File: src/rtl/alu_mul_sequencer_if.sv
// rtl/alu_mul_sequencer_if.sv - request/result and ALU-sharing signals of the multiply sequencer
interface alu_mul_sequencer_if #(
  parameter int WIDTH = 32
);
  logic             start;
  logic [WIDTH-1:0] op_a;
  logic [WIDTH-1:0] op_b;
  logic             busy;
  logic             done;
  logic [WIDTH-1:0] result_hi;
  logic [WIDTH-1:0] result_lo;
  logic             flag_n;
  logic             flag_z;
  logic             alu_sel;
  logic [WIDTH-1:0] alu_src_a;
  logic [WIDTH-1:0] alu_src_b;
  logic [1:0]       alu_control;
  logic [WIDTH-1:0] alu_result;
  logic             alu_carry;

  modport master (
    output start, op_a, op_b, alu_result, alu_carry,
    input  busy, done, result_hi, result_lo, flag_n, flag_z,
           alu_sel, alu_src_a, alu_src_b, alu_control
  );

  modport slave (
    input  start, op_a, op_b, alu_result, alu_carry,
    output busy, done, result_hi, result_lo, flag_n, flag_z,
           alu_sel, alu_src_a, alu_src_b, alu_control
  );
endinterface

File: src/rtl/alu_mul_sequencer.sv
// rtl/alu_mul_sequencer.sv - 32x32->64 unsigned multiply by 32 shift-add passes through the shared ALU
module alu_mul_sequencer #(
  parameter int WIDTH = 32
) (
  input  logic                clk,
  input  logic                reset,
  alu_mul_sequencer_if.slave  bus
);
  typedef enum logic [1:0] {IDLE, BUSY, DONE} state_t;

  state_t           state;
  logic [4:0]       count;
  logic [WIDTH-1:0] mcand;
  logic [WIDTH-1:0] hi;
  logic [WIDTH-1:0] lo;
  logic             busy_r;
  logic             done_r;
  logic             sel_r;
  logic [WIDTH-1:0] res_hi;
  logic [WIDTH-1:0] res_lo;
  logic             fn_r;
  logic             fz_r;
  logic [WIDTH-1:0] hi_nx;
  logic [WIDTH-1:0] lo_nx;

  // The ALU carry becomes the new top bit, so the 33-bit partial sum is never truncated.
  always_comb begin
    hi_nx = {bus.alu_carry, bus.alu_result[WIDTH-1:1]};
    lo_nx = {bus.alu_result[0], lo[WIDTH-1:1]};
  end

  assign bus.alu_src_a   = sel_r ? hi : '0;
  assign bus.alu_src_b   = (sel_r && lo[0]) ? mcand : '0;
  assign bus.alu_control = 2'b00;
  assign bus.busy        = busy_r;
  assign bus.done        = done_r;
  assign bus.result_hi   = res_hi;
  assign bus.result_lo   = res_lo;
  assign bus.flag_n      = fn_r;
  assign bus.flag_z      = fz_r;
  assign bus.alu_sel     = sel_r;

  always_ff @(posedge clk) begin
    if (!reset) begin
      state  <= IDLE;
      count  <= '0;
      mcand  <= '0;
      hi     <= '0;
      lo     <= '0;
      busy_r <= 1'b0;
      done_r <= 1'b0;
      sel_r  <= 1'b0;
      res_hi <= '0;
      res_lo <= '0;
      fn_r   <= 1'b0;
      fz_r   <= 1'b0;
    end else begin
      case (state)
        IDLE: begin
          done_r <= 1'b0;
          if (bus.start) begin
            mcand  <= bus.op_a;
            lo     <= bus.op_b;
            hi     <= '0;
            count  <= '0;
            state  <= BUSY;
            busy_r <= 1'b1;
            sel_r  <= 1'b1;
          end
        end
        BUSY: begin
          hi    <= hi_nx;
          lo    <= lo_nx;
          count <= count + 5'd1;
          // Results are captured from the last pass's next-state values, not the registers.
          if (count == 5'd31) begin
            state  <= DONE;
            sel_r  <= 1'b0;
            done_r <= 1'b1;
            res_hi <= hi_nx;
            res_lo <= lo_nx;
            fn_r   <= hi_nx[WIDTH-1];
            fz_r   <= ({hi_nx, lo_nx} == '0);
          end
        end
        DONE: begin
          state  <= IDLE;
          done_r <= 1'b0;
          busy_r <= 1'b0;
        end
        default: state <= IDLE;
      endcase
    end
  end
endmodule

File: src/flat_wrapper.sv
// flat-port wrapper written by rule: the top's interface ports become plain ports
module alu_mul_sequencer_flat 
#(
  parameter int WIDTH = 32
)
  (clk, reset, bus_start, bus_op_a, bus_op_b, bus_alu_result, bus_alu_carry, bus_busy, bus_done, bus_result_hi, bus_result_lo, bus_flag_n, bus_flag_z, bus_alu_sel, bus_alu_src_a, bus_alu_src_b, bus_alu_control);
  alu_mul_sequencer_if #(.WIDTH(WIDTH)) bus_i ();
  input  logic clk;
  input  logic reset;
  input wire logic [$bits(bus_i.start)-1:0] bus_start;
  input wire logic [$bits(bus_i.op_a)-1:0] bus_op_a;
  input wire logic [$bits(bus_i.op_b)-1:0] bus_op_b;
  input wire logic [$bits(bus_i.alu_result)-1:0] bus_alu_result;
  input wire logic [$bits(bus_i.alu_carry)-1:0] bus_alu_carry;
  output wire logic [$bits(bus_i.busy)-1:0] bus_busy;
  output wire logic [$bits(bus_i.done)-1:0] bus_done;
  output wire logic [$bits(bus_i.result_hi)-1:0] bus_result_hi;
  output wire logic [$bits(bus_i.result_lo)-1:0] bus_result_lo;
  output wire logic [$bits(bus_i.flag_n)-1:0] bus_flag_n;
  output wire logic [$bits(bus_i.flag_z)-1:0] bus_flag_z;
  output wire logic [$bits(bus_i.alu_sel)-1:0] bus_alu_sel;
  output wire logic [$bits(bus_i.alu_src_a)-1:0] bus_alu_src_a;
  output wire logic [$bits(bus_i.alu_src_b)-1:0] bus_alu_src_b;
  output wire logic [$bits(bus_i.alu_control)-1:0] bus_alu_control;
  assign bus_i.start = bus_start;
  assign bus_i.op_a = bus_op_a;
  assign bus_i.op_b = bus_op_b;
  assign bus_i.alu_result = bus_alu_result;
  assign bus_i.alu_carry = bus_alu_carry;
  assign bus_busy = bus_i.busy;
  assign bus_done = bus_i.done;
  assign bus_result_hi = bus_i.result_hi;
  assign bus_result_lo = bus_i.result_lo;
  assign bus_flag_n = bus_i.flag_n;
  assign bus_flag_z = bus_i.flag_z;
  assign bus_alu_sel = bus_i.alu_sel;
  assign bus_alu_src_a = bus_i.alu_src_a;
  assign bus_alu_src_b = bus_i.alu_src_b;
  assign bus_alu_control = bus_i.alu_control;
  alu_mul_sequencer #(.WIDTH(WIDTH)) u_core (.clk(clk), .reset(reset), .bus(bus_i));
endmodule
File: config.mk
export PLATFORM = sky130hd
export DESIGN_NAME = alu_mul_sequencer_flat
export DESIGN_NICKNAME = d
export VERILOG_FILES = /design/src/rtl/alu_mul_sequencer_if.sv /design/src/rtl/alu_mul_sequencer.sv /design/src/flat_wrapper.sv
export SDC_FILE = /design/constraint.sdc
export NUM_CORES = 1
export LEC_CHECK = 0
export BUFFER_PORTS_ARGS = -buffer_cell sky130_fd_sc_hd__buf_4
export CAP_MARGIN = 20
export CORE_ASPECT_RATIO = 0.75
export CORE_MARGIN = 2
export CORE_UTILIZATION = 29
export DETAILED_ROUTE_END_ITERATION = 6
export SYNTH_ARGS = -nofsm -noshare
export SYNTH_HDL_FRONTEND = slang
export SYNTH_SLANG_ARGS = --single-unit
File: constraint.sdc
create_clock -name clk -period 2.95 [get_ports clk]
set_clock_uncertainty 0.1 [all_clocks]
set_input_delay 0.295 -clock clk [delete_from_list [all_inputs] [get_ports clk]]
set_output_delay 0.295 -clock clk [all_outputs]
set_load 0.02 [all_outputs]
[Word level (Yosys, flattened, before mapping)]
Index checks and enable logic that the tools add are counted.
W data, S select, Z words.
Cells by class
  $add $sub $neg: 1
  $mul: 0
  divide/modulo/power cells: 0
  order comparisons: 0
  eq/ne operators: 5
  shift operators: 0
  mux-type cells: 17
  bitwise logic cells: 0
  reduce and logical (&&, ||, !) cells: 14
Operators with widths (count)
  $mux W32: 4
  $pmux W32 S2: 2
  $logic_not A64 Y1: 1
  $reduce_and A2 Y1: 6
  $pmux W5 S2: 1
  $pmux W1 S2: 3
  $reduce_bool A2 Y1: 3
  $add A5 B1 Y5 const B: 1
  $eq A5 B5 Y1 const B: 1
  $mux W5: 1
  $mux W2: 2
  $pmux W2 S2: 1
  $mux W1: 3
  $reduce_and A3 Y1: 1
  $eq A2 B1 Y1 const B: 1
  $eq A2 B2 Y1 const B: 1
  $logic_not A2 Y1: 1
  $ne A2 B1 Y1 const B: 1
  $ne A2 B2 Y1 const B: 1
  $reduce_or A2 Y1: 1
  $logic_and A1 B1 Y1: 1
Word-level totals
  bits in registers: 172
  latch bits: 0
  bits in writable memories: 0
  memory bits (read-only): 0
  bits of input ports: 100
  output and inout bits: 135
  logic and storage cells: 49
  memories kept: 0

[Longest topological paths before layout]
  depth after elaboration: 4
  depth in mapped cells: 8
  mapped depth without buffers: 6

[Least setup slack after synthesis]
No wires, ideal clock.
  path type: register -> register
  start point: register u_core.count[0]
  end point: register u_core.res_hi[12] (netlist: u_core.bus.result_hi[12])
  library setup time: 0.132 ns
  arrival: 1.472 ns
  data required time: 2.718 ns
  setup slack: 1.246 ns
  stages on the path, launching flop included: 9
  buffers on the path: 2
  period minus slack after synthesis: 1.704 ns
  cell sequence: dfxtp_1 > ha_1 > and3_1 > ha_1 > and2_1 > buf_2 > buf_2 > nand2_1 > a21oi_1
Between the ends
  longest elaborated chain between the ends: 2
Ends and longest elaborated chain
  start, declared: line alu_mul_sequencer.sv:12  | logic [4:0] count;
  start signal, assigned: line alu_mul_sequencer.sv:74  | count <= count + 5'd1;
  $eq A5 B5 Y1: line alu_mul_sequencer.sv:76  | if (count == 5'd31) begin
  $reduce_and A2 Y1 (no source line)
  end signal, assigned: line alu_mul_sequencer.sv:80  | res_hi <= hi_nx;
  end, declared: line alu_mul_sequencer.sv:19  | logic [WIDTH-1:0] res_hi;
No other way between the ends.
A chain may end at the register's enable or synchronous reset.

[Worst setup path in the final report]
  start point: register u_core.lo[0]
  end point: output bus_alu_src_b[29]
Between the ends
  longest elaborated chain between the ends: 2
Ends and longest elaborated chain
  start, declared: line alu_mul_sequencer.sv:15  | logic [WIDTH-1:0] lo;
  start signal, assigned: line alu_mul_sequencer.sv:63  | lo <= bus.op_b;
  start signal, assigned: line alu_mul_sequencer.sv:73  | lo <= lo_nx;
  $logic_and A1 B1 Y1: line alu_mul_sequencer.sv:33  | assign bus.alu_src_b = (sel_r && lo[0]) ? mcand : '0;
  $mux W32: line alu_mul_sequencer.sv:33
  end, declared: line flat_wrapper.sv:23  | output wire logic [$bits(bus_i.alu_src_b)-1:0] bus_alu_src_b;
No other way between the ends.

==> results by group <==
STA
  • Hold slack final: 0.0169 ns
  • Final Hold Vio Count: 0
  • Peak Freq: 445 MHz
  • Worst-margin pin slew: 0.954 ns
  • Endpoints failing setup: 0
  • Final setup TNS: 0 ns
  • RSZ-0062 raised after global routing: no
  • Part of the cycle the worst path needs: 76.2%
  • Slew Viols, Final: 0
  • Tmin final: 2.25 ns
  • Rel. slew slack: 36.3%

Placement
  • Gp weighted congestion: 0.768
  • DP Wirelength: 15.2 mm
  • Total placed cells including tap cells: 1357
  • Input/output buffers: 232

Hold path
  • Endpoint, Worst Hold: u_core.mcand[2]
  • Hold Path Origin: bus_op_a[2]
  • WHS Path Cells: 3
  • Hold Crit Class: input port to flop

Route
  • Routed vias/inst: 4.83
  • Final wirelength: 22.7 mm
  • DRC Markers: 0
  • DR WL/cell: 16.1 um
  • Via count: 6825
  • DRT antenna net count: 0
  • Drt first pass iters: 5
  • Drt initial violations: 491

Global route
  • First-pass GRT wire length: 35.0 mm
  • GRT Resource Usage Total: 17.8%
  • GRT overflow: 0
  • Initial antenna violation count: 0
  • Largest net degree at the start of global routing: 82
  • Vias in the first global route: 6287

Pwr
  • Switching share of total power: 25.6%
  • PwrDens: 563 mW/mm^2
  • Psw: 1.40 mW
  • Combinational power share: 10.4%
  • Leak Pwr: 4.28 nW
  • Peak VDD IR: 0.357 mV
  • Pint: 4.07 mW
  • Sequential Power Share: 45.7%
  • Part of the power in the clock network: 43.9%

Outcome
  • Status: completed

CTS
  • CTS sink cnt: 171
  • Post-CTS Setup Inserts: 0
  • CTS Buf Count: 17
  • H-tree depth: 4
  • CTS tree: built
  • Cts-stage hold buffer count: 22
  • Clock Tree Buf Depth: 2
  • Clock root cell: clkbuf_16
  • Clk slew on worst S/H paths: 0.07 ns
  • Worst-skew pair later-pin latency: 0.43 ns
  • CTS-repair resized insts: 0

Synthesis
  • Mapped Cells: 891
  • Synth top area cells: dfxtp_1 (49%), nand2_1 (16%), a21oi_1 (8.8%)
  • Yosys warnings: 0
  • Yosys top cell area share: 49.4%
  • Post-Synthesis Cell Area: 0.00693 sq mm
  • Netlist cell types: 33
  • Post-synth top area cell: dfxtp_1
  • Seq/Total Area, Yosys: 49.4%
  • Syn Area/Cell: 7.78 sq um
  • Synthesis-stage register bit count: 171

Floorplan
  • CORE AREA: 0.0232 sq mm
  • Die ar.: 0.0252 sq mm
  • Ports: 235
  • Die height: 138 um
  • Floorplan row count: 48
  • Starting Density: 29.8%
  • Die width: 182 um

Setup path
  • CP Capture Type: output port
  • WP buf/inv: 1
  • Worst EP required: 2.56 ns
  • Crit-path leading delay family: flip-flops
  • FF-to-FF Start: u_core.count[0]
  • Slowest library cell on the worst path: dfxtp_1
  • Crit-path max cell delay: 0.94 ns
  • CP arrival: 1.85 ns
  • Crit Path Category: flop to output port
  • Crit path max fanout: 33
  • Startpoint types: flop
  • Reg2Reg Depth: 7
  • R2R Setup Slk: 0.84 ns
  • R2r endpoint: u_core.bus.flag_z
  • CP Cell Sequence: and3_1, buf_4

Cells and area
  • Layout Area Growth over Synthesis: 40.4%
  • Fraction of layout cells with a size suffix above 1: 25.4%
  • Number of diodes: 0
  • Commonest non-fill, non-tap cell in the layout: nand2_1
  • Fin cells: 1412
  • Layout Nets: 1202
  • Layout fillers: 2382
  • Most frequent cells in the layout: nand2_1 (291), buf_4 (239), dfxtp_1 (170)

Flow run
  • Max Cap Viol: 0
-- per-stage QoR --
step           power (mW)  utilization [%]  setup WS (ns)  cell area, sq um
2_1_floorplan        2.84                -           1.25              6930
3_3_place_gp         3.10             38.1          0.866              8860
3_5_place_dp         3.10             38.1          0.819              8860
4_1_cts              5.53             41.8          0.696              9710
5_1_grt              5.70             41.8          0.611              9720
6_report             5.48             41.8          0.701              9720
-- state kept, by name, summed over array words and instances, names as in the netlist --
name	count
u_core.bus.result_hi	32
u_core.bus.result_lo	32
u_core.hi	32
u_core.lo	32
u_core.mcand	32
u_core.count	5
u_core.state	2
u_core.bus.alu_sel	1
u_core.bus.busy	1
u_core.bus.done	1
u_core.bus.flag_z	1
-- cells by family (layout without fill, tap and decap cells) --
family,Yosys count,after routing,share of synthesized area (%)
adders and majority gates,3,3,0.542
AOI/OAI and AO/OA,173,173,15.2
buffers and inverters,80,300,5.02
other,1,2,0.0541
DFF,171,171,49.4
and+or+nand+nor,463,463,29.8
-- power by group through the flow --
stage / clock (mW) / combinational (mW) / sequential, mW
CTS: 2.46 / 0.576 / 2.50
detailed placement: 0 / 0.550 / 2.55
global placement: 0 / 0.546 / 2.55
floorplan: 0 / 0.328 / 2.51
global route: 2.55 / 0.635 / 2.52
finish: 2.40 / 0.571 / 2.50
-- final cells by class --
type | instances | area, sq um | share of cell area [%]
Sequential cell | 171 | 3420 | 35.2
Timing Repair Buffer | 266 | 2100 | 21.6
Clock inverter | 11 | 159 | 1.63
Tap cell | 300 | 375 | 3.86
Multi-Input combinational cell | 641 | 3180 | 32.7
Clock buffer | 21 | 470 | 4.84
Inverter | 2 | 10.0 | 0.103
-- cells in the mapped netlist --
master / instances
nor4b_1: 1
buf_2: 29
o21ai_0: 2
clkinv_1: 1
nor2_1: 21
a31o_2: 1
nor4_2: 1
buf_1: 6
o211a_1: 21
buf_4: 3
nor4_1: 13
or3b_1: 1
or4_1: 1
a21oi_1: 122
a211oi_1: 1
ha_1: 3
dfxtp_1: 171
o21ai_1: 1
nand4_1: 4
a21boi_0: 14
nand2b_1: 1
inv_1: 1
nand3b_1: 1
conb_1: 1
nor3_1: 1
a311oi_1: 11
and2_1: 33
and2b_1: 1
and3_1: 34
nand2_1: 292
nor3b_2: 1
clkbuf_1: 40
nand3_1: 57
-- routing by layer --
metal	vias up	global-route usage, %	wire (um)
met5	-	0	0
met4	0	4.97	233
met3	18	4.36	1460
met2	230	27.5	10000
met1	3175	24.8	11000
li1	3402	-	-
-- worst max-delay path by stage --
stage	start	depth (start not counted)	slack, ns	endpoint
finish	u_core.lo[0]	2	0.70	bus_alu_src_b[29]
global route	u_core.bus.alu_sel	3	0.61	bus_alu_src_b[23]
floorplan	u_core.count[0]	8	1.25	u_core.bus.result_hi[12]
CTS	u_core.lo[0]	2	0.70	bus_alu_src_b[29]
global placement	u_core.count[0]	7	0.87	u_core.bus.flag_z
detailed placement	u_core.count[0]	7	0.82	u_core.bus.flag_z
-- worst min-delay path: stages --
cell,delay (ns)
buf_4,0.11
nand2_1,0.05
a21oi_1,0.05
Note: power is estimated with default switching activity, not from simulation.
